File: src/rtl/vga_pixel_capture_pkg.sv
// Shared definitions for the VGA pixel capture block.
//   - Capture FSM state encoding (IDLE, WAIT_VS, CAPTURE, DONE)
//   - RGB332 field widths and coordinate widths
//   - Default active-area geometry (640x480)
//   - Packed layout of one captured pixel as it travels through the FIFO
package vga_pixel_capture_pkg;

  localparam int R_W = 3;  // rojo
  localparam int G_W = 3;  // verde
  localparam int B_W = 2;  // azul
  localparam int PIX_W = R_W + G_W + B_W;
  localparam int MASK_W = 3;
  localparam int X_W = 10;
  localparam int Y_W = 9;

  localparam int DEF_H_ACTIVE = 640;
  localparam int DEF_V_ACTIVE = 480;

  typedef enum logic [1:0] {
    ST_IDLE    = 2'd0,
    ST_WAIT_VS = 2'd1,
    ST_CAPTURE = 2'd2,
    ST_DONE    = 2'd3
  } cap_state_t;

  // One FIFO entry: coordinates, channel-nonzero mask and the pixel itself.
  typedef struct packed {
    logic [X_W-1:0]    x;
    logic [Y_W-1:0]    y;
    logic [MASK_W-1:0] mask;
    logic [PIX_W-1:0]  data;
  } cap_entry_t;

  localparam int ENTRY_W = $bits(cap_entry_t);

  // Channel-nonzero flags of an RGB332 byte laid out {azul,verde,rojo}.
  function automatic logic [MASK_W-1:0] pix_mask_of(input logic [PIX_W-1:0] p);
    return {|p[PIX_W-1 -: B_W], |p[R_W+G_W-1 -: G_W], |p[R_W-1:0]};
  endfunction

endpackage

File: src/rtl/vga_pixel_capture_fifo2.sv
// cap_fifo2: two-entry synchronous FIFO carrying captured pixels.
// Ports:
//   clk, rst_n  - clock, asynchronous active-low reset (storage cleared too,
//                 so the head output reads zero out of reset)
//   push, din   - write one entry; caller guarantees !full || pop
//   pop         - remove the head entry; caller guarantees !empty
//   flush       - discard all entries; overrides push and pop
//   dout        - head entry (only meaningful while valid)
//   valid, full - occupancy flags
module cap_fifo2 #(
  parameter int W = 30
) (
  input  logic         clk,
  input  logic         rst_n,
  input  logic         push,
  input  logic         pop,
  input  logic         flush,
  input  logic [W-1:0] din,
  output logic [W-1:0] dout,
  output logic         valid,
  output logic         full
);

  logic [W-1:0] mem [2];
  logic         wr_ptr;
  logic         rd_ptr;
  logic [1:0]   count;

  always_ff @(posedge clk or negedge rst_n) begin
    if (!rst_n) begin
      mem[0] <= '0;
      mem[1] <= '0;
      wr_ptr <= 1'b0;
      rd_ptr <= 1'b0;
      count  <= 2'd0;
    end else if (flush) begin
      wr_ptr <= 1'b0;
      rd_ptr <= 1'b0;
      count  <= 2'd0;
    end else begin
      if (push) begin
        mem[wr_ptr] <= din;
        wr_ptr      <= ~wr_ptr;
      end
      if (pop) begin
        rd_ptr <= ~rd_ptr;
      end
      count <= count + {1'b0, push} - {1'b0, pop};
    end
  end

  assign dout  = mem[rd_ptr];
  assign valid = (count != 2'd0);
  assign full  = (count == 2'd2);

endmodule

File: src/rtl/vga_pixel_capture.sv
// vga_pixel_capture: snoops an RGB332 VGA output and captures one frame of
// active pixels on request, handing them out over a valid/ready stream.
//
// Optional feature: define CAP_STATS_EN to add nz_count, the number of pushed
// pixels with a nonzero channel mask in the last completed frame.
//
// Ports:
//   clk, rst_n              - pixel clock, asynchronous active-low reset
//   rojo, verde, azul       - RGB332 pixel from the video pins
//   blank                   - 1 = blanking, 0 = active pixel
//   vsync                   - active-low frame sync
//   arm                     - one-cycle request to capture the next frame
//   pix_data/mask/x/y       - captured pixel {azul,verde,rojo}, {b,g,r} nonzero
//                             flags, and its coordinates
//   pix_valid, pix_ready    - output stream handshake
//   busy, frame_done        - capture in progress / one-cycle end-of-frame pulse
//   overflow                - sticky: a pixel was dropped this capture
//   dbg_state               - current FSM state
//   nz_count                - (CAP_STATS_EN only) nonzero-pixel count
//
// Handshake: a pixel transfers on every rising edge where pix_valid and
// pix_ready are both 1; pix_valid never depends on pix_ready, and the pixel
// fields hold steady while pix_valid is 1 and no transfer has happened.
module vga_pixel_capture
  import vga_pixel_capture_pkg::*;
#(
  parameter int H_ACTIVE = DEF_H_ACTIVE,
  parameter int V_ACTIVE = DEF_V_ACTIVE
) (
  input  logic              clk,
  input  logic              rst_n,
  input  logic [R_W-1:0]    rojo,
  input  logic [G_W-1:0]    verde,
  input  logic [B_W-1:0]    azul,
  input  logic              blank,
  input  logic              vsync,
  input  logic              arm,
  output logic [PIX_W-1:0]  pix_data,
  output logic [MASK_W-1:0] pix_mask,
  output logic [X_W-1:0]    pix_x,
  output logic [Y_W-1:0]    pix_y,
  output logic              pix_valid,
  input  logic              pix_ready,
  output logic              busy,
  output logic              frame_done,
  output logic              overflow,
  output cap_state_t        dbg_state
`ifdef CAP_STATS_EN
  ,
  output logic [19:0]       nz_count
`endif
);

  localparam logic [X_W-1:0] X_LAST = X_W'(H_ACTIVE - 1);
  localparam logic [Y_W-1:0] Y_LAST = Y_W'(V_ACTIVE - 1);

  // Input stage plus one extra tap on the controls for edge detection.
  logic [PIX_W-1:0] pix_q;
  logic             blank_q, blank_d;
  logic             vsync_q, vsync_d;

  always_ff @(posedge clk or negedge rst_n) begin
    if (!rst_n) begin
      pix_q   <= '0;
      blank_q <= 1'b1;
      blank_d <= 1'b1;
      vsync_q <= 1'b1;
      vsync_d <= 1'b1;
    end else begin
      pix_q   <= {azul, verde, rojo};
      blank_q <= blank;
      blank_d <= blank_q;
      vsync_q <= vsync;
      vsync_d <= vsync_q;
    end
  end

  cap_state_t     state;
  logic [X_W-1:0] x_cnt;
  logic [Y_W-1:0] y_cnt;
  logic           line_full;  // position H_ACTIVE-1 of this line already taken

  logic       vs_fall, blank_rise, restart, sample;
  logic       cap_push, sat_drop, fifo_push, fifo_drop, pop, last_pix;
  logic       fifo_full;
  cap_entry_t wr_entry, head;

  always_comb begin
    vs_fall    = vsync_d & ~vsync_q;
    blank_rise = blank_q & ~blank_d;
    // A new vsync inside CAPTURE restarts the frame; that cycle pushes nothing.
    restart    = (state == ST_CAPTURE) && vs_fall;
    sample     = (state == ST_CAPTURE) && !restart && !blank_q;
    cap_push   = sample && !line_full;
    sat_drop   = sample && line_full;
    pop        = pix_valid && pix_ready;
    fifo_push  = cap_push && (!fifo_full || pop);
    fifo_drop  = cap_push && fifo_full && !pop;
    // The frame ends on the last coordinate even if the FIFO had to drop it.
    last_pix   = cap_push && (x_cnt == X_LAST) && (y_cnt == Y_LAST);

    wr_entry.x    = x_cnt;
    wr_entry.y    = y_cnt;
    wr_entry.mask = pix_mask_of(pix_q);
    wr_entry.data = pix_q;
  end

  always_ff @(posedge clk or negedge rst_n) begin
    if (!rst_n) begin
      state      <= ST_IDLE;
      x_cnt      <= '0;
      y_cnt      <= '0;
      line_full  <= 1'b0;
      busy       <= 1'b0;
      frame_done <= 1'b0;
      overflow   <= 1'b0;
    end else begin
      frame_done <= 1'b0;
      case (state)
        ST_IDLE: begin
          if (arm) begin
            state    <= ST_WAIT_VS;
            busy     <= 1'b1;
            overflow <= 1'b0;
          end
        end
        ST_WAIT_VS: begin
          if (vs_fall) begin
            state     <= ST_CAPTURE;
            x_cnt     <= '0;
            y_cnt     <= '0;
            line_full <= 1'b0;
          end
        end
        ST_CAPTURE: begin
          if (restart) begin
            x_cnt     <= '0;
            y_cnt     <= '0;
            line_full <= 1'b0;
          end else if (last_pix) begin
            state      <= ST_DONE;
            busy       <= 1'b0;
            frame_done <= 1'b1;
          end else if (blank_rise) begin
            x_cnt     <= '0;
            line_full <= 1'b0;
            if (y_cnt != Y_LAST) y_cnt <= y_cnt + 1'b1;
          end else if (cap_push) begin
            if (x_cnt == X_LAST) line_full <= 1'b1;
            else                 x_cnt     <= x_cnt + 1'b1;
          end
        end
        default: begin  // ST_DONE
          state <= ST_IDLE;
        end
      endcase
      if (fifo_drop || sat_drop) overflow <= 1'b1;
    end
  end

  assign dbg_state = state;

  cap_fifo2 #(.W(ENTRY_W)) u_fifo (
    .clk   (clk),
    .rst_n (rst_n),
    .push  (fifo_push),
    .pop   (pop),
    .flush (restart),
    .din   (wr_entry),
    .dout  (head),
    .valid (pix_valid),
    .full  (fifo_full)
  );

  assign pix_data = head.data;
  assign pix_mask = head.mask;
  assign pix_x    = head.x;
  assign pix_y    = head.y;

`ifdef CAP_STATS_EN
  logic [19:0] nz_acc;
  logic        nz_inc;

  assign nz_inc = fifo_push && (wr_entry.mask != '0);

  always_ff @(posedge clk or negedge rst_n) begin
    if (!rst_n) begin
      nz_acc   <= '0;
      nz_count <= '0;
    end else begin
      if (((state == ST_WAIT_VS) && vs_fall) || restart) nz_acc <= '0;
      else if (nz_inc)                                    nz_acc <= nz_acc + 1'b1;
      // Published as the state enters DONE, so it is stable alongside frame_done.
      if (last_pix) nz_count <= nz_acc + {19'd0, nz_inc};
    end
  end
`endif

endmodule
File: config.mk
export PLATFORM = sky130hd
export DESIGN_NAME = vga_pixel_capture
export DESIGN_NICKNAME = d
export VERILOG_FILES = /design/src/rtl/vga_pixel_capture_pkg.sv /design/src/rtl/vga_pixel_capture_fifo2.sv /design/src/rtl/vga_pixel_capture.sv
export SDC_FILE = /design/constraint.sdc
export NUM_CORES = 1
export LEC_CHECK = 0
export CORE_UTILIZATION = 56
export CTS_CLUSTER_SIZE = 25
export DETAILED_ROUTE_END_ITERATION = 10
export HOLD_SLACK_MARGIN = 0.15
export PLACE_DENSITY = 0.79
export SLEW_MARGIN = 15
export SYNTH_ARGS = -nofsm -noshare
export SYNTH_HDL_FRONTEND = slang
export SYNTH_SLANG_ARGS = --single-unit
File: constraint.sdc
create_clock -name clk -period 3.3 [get_ports clk]
set_clock_uncertainty 0.1 [all_clocks]
set_input_delay 0.66 -clock clk [delete_from_list [all_inputs] [get_ports clk]]
set_output_delay 0.66 -clock clk [all_outputs]
set_load 0.005 [all_outputs]
* After elaboration in Yosys (flattened, before gate mapping)
Cells that the tools add are included.
** Operators by class
- Order comparisons :: 3
- Muxes and demuxes :: 46
- Bitwise logic cells :: 9
- Add/subtract/negate cells :: 4
- Eq/ne operators :: 16
- Reductions and logical operators :: 37
** Operator list (number)
- two-way mux 30 bit :: 4
- bitwise mux 60 bit :: 1
- two-way mux 10 bit :: 6
- two-way mux 9 bit :: 5
- demux 30 bit (select 1 bit) :: 1
- one-hot mux 10 bit (2 select lines) :: 1
- two-way mux 1 bit :: 19
- one-hot mux 9 bit (2 select lines) :: 1
- AND reduction 5 bit :: 3
- nonzero test 2 bit :: 7
- logical AND 1 bit :: 12
- adder 10 x 1 -> 10 bit, second input constant :: 1
- equality test 10 bit, second input constant :: 1
- two-way mux 2 bit :: 5
- adder 9 x 1 -> 9 bit, second input constant :: 1
- equality test 9 bit, second input constant :: 1
- inequality test 9 bit, second input constant :: 1
- inequality test 2 bit, second input constant :: 4
- inequality test 4 bit, second input constant :: 2
- AND reduction 4 bit :: 2
- inequality test 3 bit, second input constant :: 2
- one-hot mux 2 bit (3 select lines) :: 1
- OR reduction 3 bit :: 2
- logical NOT 1 bit :: 5
- other kinds (16) :: 27
** Word-level totals
- Output and inout port bits :: 36
- Word-level logic and storage cells :: 132
- Bits in registers :: 101

* Logic depth before layout (Yosys ltp)
- Depth in word-level cells :: 12
- Mapped depth :: 9

* Modules after synthesis
Synthesis repeated with hierarchy kept, for this count alone.
** Second synthesis, totals
- Cells, all modules :: 356
- Area, all modules :: 4714.5 um^2
** By module, submodules not included
- cap_fifo2 :: area each 2839.0 um^2, times used 1, seq. area each 1601.5 um^2, cells each 178
- vga_pixel_capture :: area each 1875.5 um^2, times used 1, seq. area each 930.9 um^2, cells each 178

* Worst setup path before layout
Ideal clock, no wire load.
- Path kind :: register to register
- Start point :: register state[0] (netlist: dbg_state[0])
- End point :: register x_cnt[2]
- Setup slack :: 0.947 ns
- Required time :: 3.074 ns
- Arrival :: 2.127 ns
- Path buffers :: 0
- Stages on the path, launching flop included :: 8
- Setup time :: 0.126 ns
- Path through :: dfrtp_1 inv_1 ha_1 inv_2 or3_4 nor4_4 nor2_2 a221o_1
** On the way
- Word-level cells in the longest chain between the ends :: 10
- Elaborated cells on any way between the ends :: 17
- Classes of those cells :: eq/ne (6); mux (2); reduce/logical (9)
** Ends and longest elaborated chain
- from (decl) :: line vga_pixel_capture.sv:78 : cap_state_t state;
- from (signal assigned) :: line vga_pixel_capture.sv:110 : state <= ST_IDLE;
- from (signal assigned) :: line vga_pixel_capture.sv:122 : state <= ST_WAIT_VS;
- from (signal assigned) :: line vga_pixel_capture.sv:129 : state <= ST_CAPTURE;
- equality test 2 bit :: line vga_pixel_capture.sv:92, vga_pixel_capture.sv:93, vga_pixel_capture.sv:119
- logical AND 1 bit :: line vga_pixel_capture.sv:92 : restart = (state == ST_CAPTURE) && vs_fall;
- logical NOT 1 bit :: line vga_pixel_capture.sv:93 : sample = (state == ST_CAPTURE) && !restart && !blank_q;
- logical AND 1 bit (2 in a row) :: line vga_pixel_capture.sv:93
- logical AND 1 bit :: line vga_pixel_capture.sv:94 : cap_push = sample && !line_full;
- logical AND 1 bit (2 in a row) :: line vga_pixel_capture.sv:100 : last_pix = cap_push && (x_cnt == X_LAST) && (y_cnt == Y_LAST);
- inequality test 3 bit (no line)
- AND reduction 5 bit (no line)
- to (signal assigned) :: line vga_pixel_capture.sv:150 : else x_cnt <= x_cnt + 1'b1;
- to (decl) :: line vga_pixel_capture.sv:79 : logic [X_W-1:0] x_cnt;
Several ways; a longest one is shown, not always the timed one.
A chain may end at the register's enable or synchronous reset.

* Worst setup path after layout
Same ends and word-level chain as after synthesis.

==> summary.md <==
| Metric | Value |
|---|---|
| Crit path buf inv count | 2 |
| Initial standard-cell utilization of the core | 58.4% |
| Cells after Synth | 355 |
| Max-cap violations | 0 |
| Core Util, Final | 69.2% |
| Vert. Die Dim | 92.2 microns |
| Critical Path End Type | register |
| Reg-to-reg endpoint | x_cnt[2] |
| Clock Tree Buf Depth | 2 |
| Static Leak | 2.48 nW |
| Sinks on Clock Net | 101 |
| Number of fill cells in the layout | 590 |
| Final setup violation count | 0 |
| Slowest cell on crit path | nor4_4 |
| Power density cells | 711 nW/um^2 |
| Wire per inst | 16.0 microns |
| Area of the core | 7810 sq um |
| Residual DRC | 0 |
| Warnings from Yosys | 0 |
| Number of levels the H-tree was split into | 3 |
| Seq cells post-synth | 101 |
| Slew Limit Fails | 0 |
| Flop-to-flop setup slack | 0.62 ns |
| Final-layout setup total negative slack | 0 ns |
| Dominant cell type by area after synthesis | dfrtp_1 |
| Critical path class | reg -> reg |
| Distinct cell type count of the synthesized netlist | 47 |
| Number of gates resized after cts | 0 |
| Setup fix buffers added after clock tree synthesis | 0 |
| Final HPWL from detailed placement | 5600 microns |
| Top delay family on crit path | simple AND/OR/NAND/NOR gates |
| Total number of nets in the final design | 431 |
| Average via count per standard cell | 5.65 |
| Via count of the first global-routing pass | 2926 |
| Count of standard-cell rows | 32 |
| Worst setup path startpoint | dbg_state[0] |
| DRT Pass-1 Iters | 4 |
| Die Width | 92.2 microns |
| TritonCTS buffer count | 9 |
| Termination of the worst setup path | x_cnt[2] |
| Slew at the pin closest to its max-slew limit | 0.599 ns |
| M2 GR Usage | 34.1% |
| Antenna violations before repair | 0 |
| Critical path cell sequence | inv_1, ha_1, inv_2, or3_4, nor4_4, nor2_2, a221o_1 |
| Largest net degree at the start of global routing | 61 |
| CP peak stage delay | 0.49 ns |
| Critical Path Start Type | register |
| Total length of routed wires | 8250 microns |
| Run status | finished, final reports clean |
| Number of vias after detailed routing | 2915 |
| IO Pins | 50 |
| Routing usage on met3 | 4.23% |
| Met1 usage in global routing | 29.8% |
| Clock slew seen by the registers of the worst setup and hold paths | 0.09 ns |
| Die Footprint | 8510 sq um |
| Worst path arrival time | 2.83 ns |
| Final weighted congestion in routability-driven placement | 0.830 |
| Share of cells above drive strength 1 | 30.0% |
| ANT cells | 0 |
| Total global routing overflow | 0 |
| Primary flip-flop cell chosen by synthesis mapping | dfrtp_1 |
| Share of flip-flops with an asynchronous set or reset | 100% |
| CP Depth | 7 |
| Clock Latency Late Sink | 0.36 ns |
| Peak Freq | 0.373 GHz |
| TritonCTS clock tree | built |
| Max-slew headroom | 60.0% |
| Beginning of the worst register-to-register path | dbg_state[0] |
| Largest fanout of any net on the critical path | 9 |
| Post-Syn Nets | 377 |
| Unrepaired setup endpoints after global routing | false |
| Number of buffers added to fix hold violations after cts | 0 |
| Hold Violations, Final | 0 |
| All-layer global routing usage | 21.4% |
| Synth top cells by count | dfrtp_1 (97), mux2_2 (88), nand2_1 (18), o21ai_0 (14), a21oi_1 (13) |
| P&R area growth vs syn | 18.4% |
| Wire length of the first global-routing pass | 14100 microns |
| Number of flops mapped to enable cells by yosys | 0 |
| Synth Cell Area | 4560 sq um |
| Required time at the worst-slack endpoint | 3.45 ns |
| DRC marker count from the first detailed-route iteration | 165 |
| Fin crit share | 81.3% |
| Layer with the highest usage after global routing | met2 |
| Top-area cell type share of the netlist area | 53.2% |
| Count of input and output buffers | 49 |
| Fin crit period | 2.68 ns |
| Library cell used as clock root buffer | clkbuf_8 |
| Sequential share of the synthesized area | 55.5% |
| Remaining antenna violation count after routing | 0 |
| Most frequent cell after synthesis | dfrtp_1 |
| Mean instance size in the synthesized netlist | 12.8 sq um |
| Register-to-Register Path Depth | 7 |
| Worst vdd rail ir drop | 0.000484 V |
| Worst min path class | in -> async |
| Largest cells by area after synthesis | dfrtp_1 (53%), mux2_2 (22%), dfstp_2 (2.3%), ha_1 (2.2%), o21ai_0 (1.5%) |
cells in the final DEF (no fill, tap or decap), types with 3 or more instances in the layout:
cell type,Yosys,layout
clkdlybuf4s50_1,0,48
o21ai_0,14,14
clkbuf_8,0,11
a21o_1,3,3
or3_1,8,8
buf_4,0,6
inv_1,7,7
nand3_1,8,8
nand2_1,18,18
and3_1,7,7
mux2_2,88,88
or2_2,3,3
a21oi_1,13,13
a211o_1,6,6
nor2_1,7,7
nor2b_1,3,3
dfstp_2,4,4
mux2_1,3,3
dfrtp_1,97,97
nand4_1,3,3
nand2b_1,4,4
ha_1,8,8
nor3_1,8,8
logic make-up (layout without fill, tap and decap cells):
| family | count (synthesis) | in the layout | synth area share (%) |
|---|---|---|---|
| xor gates and xnor gates | 3 | 3 | 0.576 |
| muxes | 92 | 92 | 22.7 |
| adders and majority gates | 8 | 8 | 2.19 |
| buffers and inverters | 20 | 79 | 1.84 |
| and+or+nand+nor | 86 | 86 | 11.1 |
| AOI/OAI and AO/OA | 45 | 45 | 6.12 |
| DFF | 101 | 101 | 55.5 |
registers in the layout (all words and copies together) (netlist names), 2 cells and up:
name          flops
pix_q             8
u_fifo.count      2
x_cnt            10
y_cnt             9
u_fifo.mem       60
dbg_state         2
routing by layer:
metal	wire [microns]	vias to the layer above
met1	3840	1464
met2	4080	57
met3	273	6
met4	57	0
met5	0	-
li1	-	1388
stage by stage:
stage | setup WS (ns) | area [sq um] | instances | total power, W | hold WS, ns
detailed placement | 0.485 | 5190 | 500 | 0.00305 | 0.275
CTS | 0.612 | 5400 | 516 | 0.00387 | 0.194
global placement | 0.521 | 5190 | 500 | 0.00301 | 0.269
global route | 0.485 | 5400 | 516 | 0.00407 | 0.214
floorplan | 0.947 | 4560 | 355 | 0.00249 | 0.262
finish | 0.617 | 5400 | 516 | 0.00384 | 0.175
worst min-delay path by stage:
stage	from	to	slack (ns)	depth (start not counted)
finish	rst_n	u_fifo.mem[17]	0.17	1
CTS	rst_n	u_fifo.mem[19]	0.19	1
detailed placement	vsync_q	vsync_d	0.27	0
floorplan	rst_n	busy	0.26	0
global placement	vsync_q	vsync_d	0.27	0
global route	rst_n	u_fifo.mem[19]	0.21	1
final cells by class:
class	instances	area [sq um]	share of cell area, %
Tap cell	102	128	2.36
Clock buffer	12	155	2.87
Timing Repair Buffer	55	546	10.1
Inverter	8	30.0	0.556
Clock inverter	4	55.1	1.02
Multi-Input combinational cell	234	1950	36.2
Sequential cell	101	2530	46.9
where the power goes:
part	total, W	internal [W]	switching (W)
clock	0.000814	0.000397	0.000417
combinational	0.00140	0.000745	0.000653
sequential	0.00162	0.00147	0.000152
total	0.00384	0.00262	0.00122
Power figures use the tool's default switching activity.
